--- src/rtl/bus_arbiter.sv ---
// bus_arbiter: shares one register-bus core chain between two requesters
// (M0 = UART bridge receive path, M1 = local master). Each requester has a
// one-deep pending slot; requests are issued one at a time, round-robin,
// and the chain's echoed response is routed back only to the issuer.
//
// Optional feature macro: ARB_TIMEOUT_EN
//   defined   - a WAIT lasting TIMEOUT_CYCLES cycles is aborted with a forced
//               zero-data response to the owner and a timeout_o pulse.
//   undefined - WAIT lasts until a response arrives; timeout_o is tied 0.
module bus_arbiter #(
  parameter int TIMEOUT_CYCLES = 1024,
  parameter int TO_W           = 11
) (
  input  logic        clk,
  input  logic        rst_n,
  input  logic [15:0] m0_addr_i,
  input  logic [15:0] m0_data_i,
  input  logic        m0_rw_i,
  input  logic        m0_valid_i,
  input  logic [15:0] m1_addr_i,
  input  logic [15:0] m1_data_i,
  input  logic        m1_rw_i,
  input  logic        m1_valid_i,
  output logic [15:0] m0_data_o,
  output logic        m0_rw_o,
  output logic        m0_valid_o,
  output logic        m0_drop_o,
  output logic [15:0] m1_data_o,
  output logic        m1_rw_o,
  output logic        m1_valid_o,
  output logic        m1_drop_o,
  output logic [15:0] bus_addr_o,
  output logic [15:0] bus_data_o,
  output logic        bus_rw_o,
  output logic        bus_valid_o,
  input  logic [15:0] bus_data_i,
  input  logic        bus_rw_i,
  input  logic        bus_valid_i,
  output logic        busy_o,
  output logic        timeout_o
);

  // The timeout counter must be able to hold TIMEOUT_CYCLES.
  if ((1 << TO_W) <= TIMEOUT_CYCLES) begin : g_bad_to_w
    $error("bus_arbiter: TO_W too narrow for TIMEOUT_CYCLES");
  end

  typedef enum logic {IDLE, WAIT} state_t;

  state_t      state;
  logic        owner;   // 0 = M0, 1 = M1
  logic        prio;    // requester favoured when both are pending

  logic [15:0] s0_addr, s0_data, s1_addr, s1_data;
  logic        s0_rw, s1_rw, s0_full, s1_full;

  logic        req0, req1, sel1, issue, iss0, iss1;
  logic        cap0, cap1, drop0, drop1;
  logic [15:0] e0_addr, e0_data, e1_addr, e1_data;
  logic        e0_rw, e1_rw;
  logic        to_hit, to_fire, rsp, rsp_rw;
  logic [15:0] rsp_data;

  // A request can be issued straight from the input when its slot is empty,
  // which gives the one-cycle issue latency from an idle arbiter.
  assign req0    = s0_full | m0_valid_i;
  assign req1    = s1_full | m1_valid_i;
  assign e0_addr = s0_full ? s0_addr : m0_addr_i;
  assign e0_data = s0_full ? s0_data : m0_data_i;
  assign e0_rw   = s0_full ? s0_rw   : m0_rw_i;
  assign e1_addr = s1_full ? s1_addr : m1_addr_i;
  assign e1_data = s1_full ? s1_data : m1_data_i;
  assign e1_rw   = s1_full ? s1_rw   : m1_rw_i;

  assign sel1  = req1 & (~req0 | prio);
  assign issue = (state == IDLE) & (req0 | req1);
  assign iss0  = issue & ~sel1;
  assign iss1  = issue & sel1;

  // A full slot being issued this edge frees up for a new arrival; an empty
  // slot issued from the bypass path stays empty.
  assign cap0  = m0_valid_i & (s0_full ? iss0 : ~iss0);
  assign cap1  = m1_valid_i & (s1_full ? iss1 : ~iss1);
  assign drop0 = m0_valid_i & s0_full & ~iss0;
  assign drop1 = m1_valid_i & s1_full & ~iss1;

  // A real response wins over a timeout landing in the same cycle.
  assign to_fire  = to_hit & ~bus_valid_i;
  assign rsp      = (state == WAIT) & (bus_valid_i | to_fire);
  assign rsp_data = to_fire ? 16'h0000 : bus_data_i;
  assign rsp_rw   = to_fire ? bus_rw_o : bus_rw_i;

  assign busy_o = (state == WAIT);

`ifdef ARB_TIMEOUT_EN
  logic [TO_W-1:0] to_cnt;

  assign to_hit = (state == WAIT) && (to_cnt == TO_W'(TIMEOUT_CYCLES - 1));

  // Count WAIT cycles since issue and pulse timeout_o on an abort.
  always_ff @(posedge clk or negedge rst_n) begin
    if (!rst_n) begin
      to_cnt    <= '0;
      timeout_o <= 1'b0;
    end else begin
      timeout_o <= rsp & to_fire;
      if (issue) begin
        to_cnt <= '0;
      end else if (state == WAIT) begin
        to_cnt <= to_cnt + TO_W'(1);
      end
    end
  end
`else
  assign to_hit    = 1'b0;
  assign timeout_o = 1'b0;
`endif

  // Pending slots: capture on arrival, clear when issued, hold when full.
  always_ff @(posedge clk or negedge rst_n) begin
    if (!rst_n) begin
      s0_addr <= '0;
      s0_data <= '0;
      s0_rw   <= 1'b0;
      s0_full <= 1'b0;
      s1_addr <= '0;
      s1_data <= '0;
      s1_rw   <= 1'b0;
      s1_full <= 1'b0;
    end else begin
      if (cap0) begin
        s0_addr <= m0_addr_i;
        s0_data <= m0_data_i;
        s0_rw   <= m0_rw_i;
      end
      if (cap1) begin
        s1_addr <= m1_addr_i;
        s1_data <= m1_data_i;
        s1_rw   <= m1_rw_i;
      end
      s0_full <= cap0 | (s0_full & ~iss0);
      s1_full <= cap1 | (s1_full & ~iss1);
    end
  end

  // Issue/response FSM with registered bus and requester outputs.
  always_ff @(posedge clk or negedge rst_n) begin
    if (!rst_n) begin
      state       <= IDLE;
      owner       <= 1'b0;
      prio        <= 1'b0;
      bus_addr_o  <= '0;
      bus_data_o  <= '0;
      bus_rw_o    <= 1'b0;
      bus_valid_o <= 1'b0;
      m0_data_o   <= '0;
      m0_rw_o     <= 1'b0;
      m0_valid_o  <= 1'b0;
      m0_drop_o   <= 1'b0;
      m1_data_o   <= '0;
      m1_rw_o     <= 1'b0;
      m1_valid_o  <= 1'b0;
      m1_drop_o   <= 1'b0;
    end else begin
      bus_valid_o <= 1'b0;
      m0_valid_o  <= 1'b0;
      m1_valid_o  <= 1'b0;
      m0_drop_o   <= drop0;
      m1_drop_o   <= drop1;
      case (state)
        IDLE: begin
          if (issue) begin
            bus_addr_o  <= sel1 ? e1_addr : e0_addr;
            bus_data_o  <= sel1 ? e1_data : e0_data;
            bus_rw_o    <= sel1 ? e1_rw   : e0_rw;
            bus_valid_o <= 1'b1;
            owner       <= sel1;
            state       <= WAIT;
          end
        end
        WAIT: begin
          if (rsp) begin
            if (owner) begin
              m1_valid_o <= 1'b1;
              m1_data_o  <= rsp_data;
              m1_rw_o    <= rsp_rw;
            end else begin
              m0_valid_o <= 1'b1;
              m0_data_o  <= rsp_data;
              m0_rw_o    <= rsp_rw;
            end
            prio  <= ~owner;
            state <= IDLE;
          end
        end
        default: state <= IDLE;
      endcase
    end
  end

endmodule

--- config.mk ---
export PLATFORM = sky130hd
export DESIGN_NAME = bus_arbiter
export DESIGN_NICKNAME = d
export VERILOG_FILES = /design/src/rtl/bus_arbiter.sv
export SDC_FILE = /design/constraint.sdc
export NUM_CORES = 1
export LEC_CHECK = 0
export ABC_AREA = 1
export BUFFER_PORTS_ARGS = -buffer_cell sky130_fd_sc_hd__buf_4
export CORE_MARGIN = 2
export CORE_UTILIZATION = 53
export DETAILED_ROUTE_END_ITERATION = 12
export PLACE_DENSITY = 0.79
export SYNTH_ARGS = -nofsm -noshare
export SYNTH_HDL_FRONTEND = slang
export SYNTH_SLANG_ARGS = --single-unit
--- constraint.sdc ---
create_clock -name clk -period 2.2 [get_ports clk]
set_input_delay 0.33 -clock clk [delete_from_list [all_inputs] [get_ports clk]]
set_output_delay 0.33 -clock clk [all_outputs]
set_load 0.1 [all_outputs]
; ---- Word-level counts from Yosys, hierarchy flattened
; Index checks and enable logic that the tools add are counted.
[totals]
regBits = 143
in_bits = 88
out_inout_bits = 74
elab_cells = 73
[op_classes]
n_mux = 21
bitwise_logic = 25
n_reduce_logical = 4
[ops]
columns = op, count
row1 = 16-bit two-way mux, 6
row2 = 1-bit two-way mux, 14
row3 = 1-bit bitwise AND, 13
row4 = 1-bit NOT, 6
row5 = 1-bit bitwise OR, 6
row6 = 3-bit AND reduction, 2
row7 = 2-bit AND reduction, 2
row8 = 1-bit one-hot mux with 2 select lines, 1

; ---- Depth between registers and ports, before layout
[logic_depth]
word_depth = 10
mapped_depth = 11
mapped_depth_nobuf = 9

; ---- Least setup slack after synthesis
; Ideal clock, no wire load.
[synth_timing]
path_type = flip-flop to flip-flop
start = register state (netlist: busy_o)
end = register s1_addr[0]
setup_ns = 0.125
arrival_ns = 2.216
required_ns = 2.075
slack_ns = -0.141
path_stages_with_launch = 7
path_buffers = 1
period_less_slack_ns = 2.341
cell_sequence = dfrtp_1 > inv_2 > nand3_1 > ha_1 > nand2_4 > buf_6 > mux2_2
[synth_via]
elab_chain_cells = 6
[synth_rtl]
columns = element, line
row1 = "start, declared", 50  ; state_t state;
row2 = "start signal, assigned", 149  ; state <= IDLE;
row3 = "start signal, assigned", 178  ; state <= WAIT;
row4 = "start signal, assigned", 193  ; state <= IDLE;
row5 = 1-bit NOT *, --
row6 = 1-bit bitwise AND *, 76  ; assign issue = (state == IDLE) & (req0 | req1);
row7 = 1-bit bitwise AND *, 78  ; assign iss1 = issue & sel1;
row8 = 1-bit NOT, 83  ; assign cap1 = m1_valid_i & (s1_full ? iss1 : ~iss1);
row9 = 1-bit two-way mux *, 83
row10 = 1-bit bitwise AND *, 83
row11 = "end signal, assigned", 137  ; s1_addr <= m1_addr_i;
row12 = "end, declared", 54  ; logic [15:0] s0_addr, s0_data, s1_addr, s1_data;
; Every way passes the cells marked *; elsewhere a longest branch is shown, timed or not.
; A chain may end at the register's enable or synchronous reset.

; ---- Worst setup path after layout
[layout_timing]
start = register s1_full
end = register bus_data_o[11]
[layout_via]
elab_chain_cells = 4
[layout_rtl]
columns = element, line
row1 = "start, declared", 55  ; logic s0_rw, s1_rw, s0_full, s1_full;
row2 = "start signal, assigned", 142  ; s1_full <= cap1 | (s1_full & ~iss1);
row3 = 1-bit bitwise OR, 67  ; assign req1 = s1_full | m1_valid_i;
row4 = 1-bit bitwise OR, 76
row5 = 1-bit bitwise AND, 76
row6 = 2-bit AND reduction (no source line), --
row7 = "end signal, assigned", 174  ; bus_data_o <= sel1 ? e1_data : e0_data;
row8 = "end, declared", 33  ; output logic [15:0] bus_data_o,
; Parallel ways exist; a longest one is shown, timed or not.

==> metrics.cfg <==
[timing]
hold_viol_final = 0
rsz0062_at_grt = true
worst_pin_slew_ns = 0.932
setup_viol = 0
max_slew_margin_pct = 37.8
fin_worst_skew_ns = 0.00505
drv_slew = 0
min_period_over_period_pct = 93.5
min_period_ns = 2.06
fmax_mhz = 486

[route]
via_per_inst = 5.35
drt_iter0_drc = 548
vias = 5600
ant_nets = 0
drc = 0
first_pass_iters = 5
drt_wl_total_mm = 15.9
wl_per_cell_um = 15.2

[layout]
multiInputGateArea_um2 = 2460
post-route-util_pct = 69.9
fill_cells = 911
drive_above_1_share_pct = 27.7
nets = 977
final_cell_mix = nand2_1, buf_4, dfrtp_1
layout_commonest_cell = nand2_1
antenna_cells = 0
area_growth_pct = 28.3
regArea_um2 = 3580

[synth]
yosysUniqueCellTypes = 26
syn_inst = 743
synthesis.nets = 833
avgSynthCellArea_um2 = 8.81
ys_warn_count = 0
ys_seq_elements = 143
yosysSeqAreaShare_pct = 54.7
syn_area_um2 = 6540

[grt]
overflow = 0
grt_antenna_before_repair = 0
grt_pass1_wl_mm = 26.1
grt_usage_pct = 25.4
grt_pass1_vias = 5376
grt_max_degree = 52

[clock_network]
tritoncts = yes
numCtsBuffers = 17
root_buffer = clkbuf_16
clk_pin_slew_ns = 0.06
clockBufferDepth = 2
cts_sinks = 143
cts_max_level = 4
clock_latency_ns = 0.42

[floorplanning]
initial_core_util_pct = 54.5
die_h_um = 115
core-area_um2 = 12000
boundaryPins = 162
die_w_um = 115
placementRows = 40
dieArea_um2 = 13300

[critical_path]
worstSetupPathType = reg -> reg
cp.arrival_ns = 2.41
worst_setup_path_end_kind = flip-flop
worstPathRequired_ns = 2.55
worstPathMaxFanout = 36
cp-start-kind = flip-flop

[placed_design]
place_congestion = 0.876
port-buffer-count = 160
dp_hpwl_mm = 11.4

[hold_path]
hold_path.class = in -> reg

[outcome]
status = finished clean

[run]
cap_violations = 0

stage by stage:
| step | hold WS [ns] | cell area [µm²] | cells | worst slack [ns] | TNS, ns |
|---|---|---|---|---|---|
| 3_5_place_dp | 0.309 | 7800 | 1014 | 0.174 | 0 |
| 5_1_grt | 0.114 | 8400 | 1047 | -0.0474 | -0.0841 |
| 6_report | 0.120 | 8400 | 1047 | 0.142 | 0 |
| 2_1_floorplan | 0.0344 | 6550 | 743 | 0.195 | 0 |
| 4_1_cts | 0.106 | 8390 | 1047 | 0.159 | 0 |
| 3_3_place_gp | 0.301 | 7800 | 1014 | 0.243 | 0 |
layout make-up:
type | instances | area share [%]
Clock inverter | 6 | 0.954
Inverter | 62 | 2.80
Timing Repair Buffer | 174 | 16.1
Multi-Input combinational cell | 489 | 29.3
Clock buffer | 26 | 5.95
Sequential cell | 143 | 42.6
Tap cell | 147 | 2.19
flip-flops by register name, indices dropped and copies added (netlist names), 16 cells and up:
| register | count |
|---|---|
| s0_addr | 16 |
| bus_addr_o | 16 |
| bus_data_o | 16 |
| m1_data_o | 16 |
| m0_data_o | 16 |
| s1_data | 16 |
| s1_addr | 16 |
| s0_data | 16 |
critical path: stages, from the launching register on:
cell	delay, ns
dfrtp_1	0.45
buf_4	0.29
inv_1	0.72
nand2_1	0.11
nand2_1	0.14
nand4_1	0.14
nand3_1	0.13
path summary, 6_finish.rpt:
kind | cells past startpoint | to | slack (ns) | startpoint
max | 6 | bus_data_o[11] | 0.14 | s1_full
min reg2reg | 1 | m0_valid_o | 0.46 | owner
min in group asynchronous | 2 | s0_data[8] | 0.43 | rst_n
min | 2 | busy_o | 0.12 | bus_valid_i
max reg2reg | 6 | bus_data_o[11] | 0.14 | s1_full
max in group asynchronous | 3 | s0_full | 1.15 | rst_n
metal layers:
layer / vias up / wire (µm) / track usage [%]
met5: - / 0 / 0
met4: 0 / 408 / 10.8
met3: 33 / 1210 / 7.64
met2: 226 / 7520 / 39.2
met1: 2626 / 6800 / 33.6
li1: 2715 / - / -
timing repair:
| action | 4_1_cts | 5_1_grt |
|---|---|---|
| buffers inserted | 0 | 0 |
| hold buffers | 1 | 0 |
| gates resized for setup | 0 | 1 |
| hold endpoints to repair | 49 | 0 |
| endpoints found under the setup margin | 0 | 6 |
synth_stat cells, drive strengths merged:
cell type	count	area share [%]
mux2	33	5.7
conb	1	0.057
o21ai	103	8.0
nand2	242	14
buf	36	3.4
a21oi	2	0.33
nand4	33	3.2
nand3	68	5.2
nor2	5	0.65
inv	62	3.6
ha	2	0.38
clkbuf	13	0.75
dfrtp	143	55
cells by family after synthesis:
group / Yosys count / share of synthesized area (%)
flip-flops: 143 / 54.7
AO/OA/AOI/OAI: 105 / 8.37
adder cells (fa/ha/maj): 2 / 0.382
other: 1 / 0.0573
multiplexers: 33 / 5.68
buffers and inverters: 111 / 7.71
AND/OR/NAND/NOR: 348 / 23.1
Power is left out: the tool's default activity adds up to more than one toggle a clock period on the data nets, which glitch-free logic cannot reach.
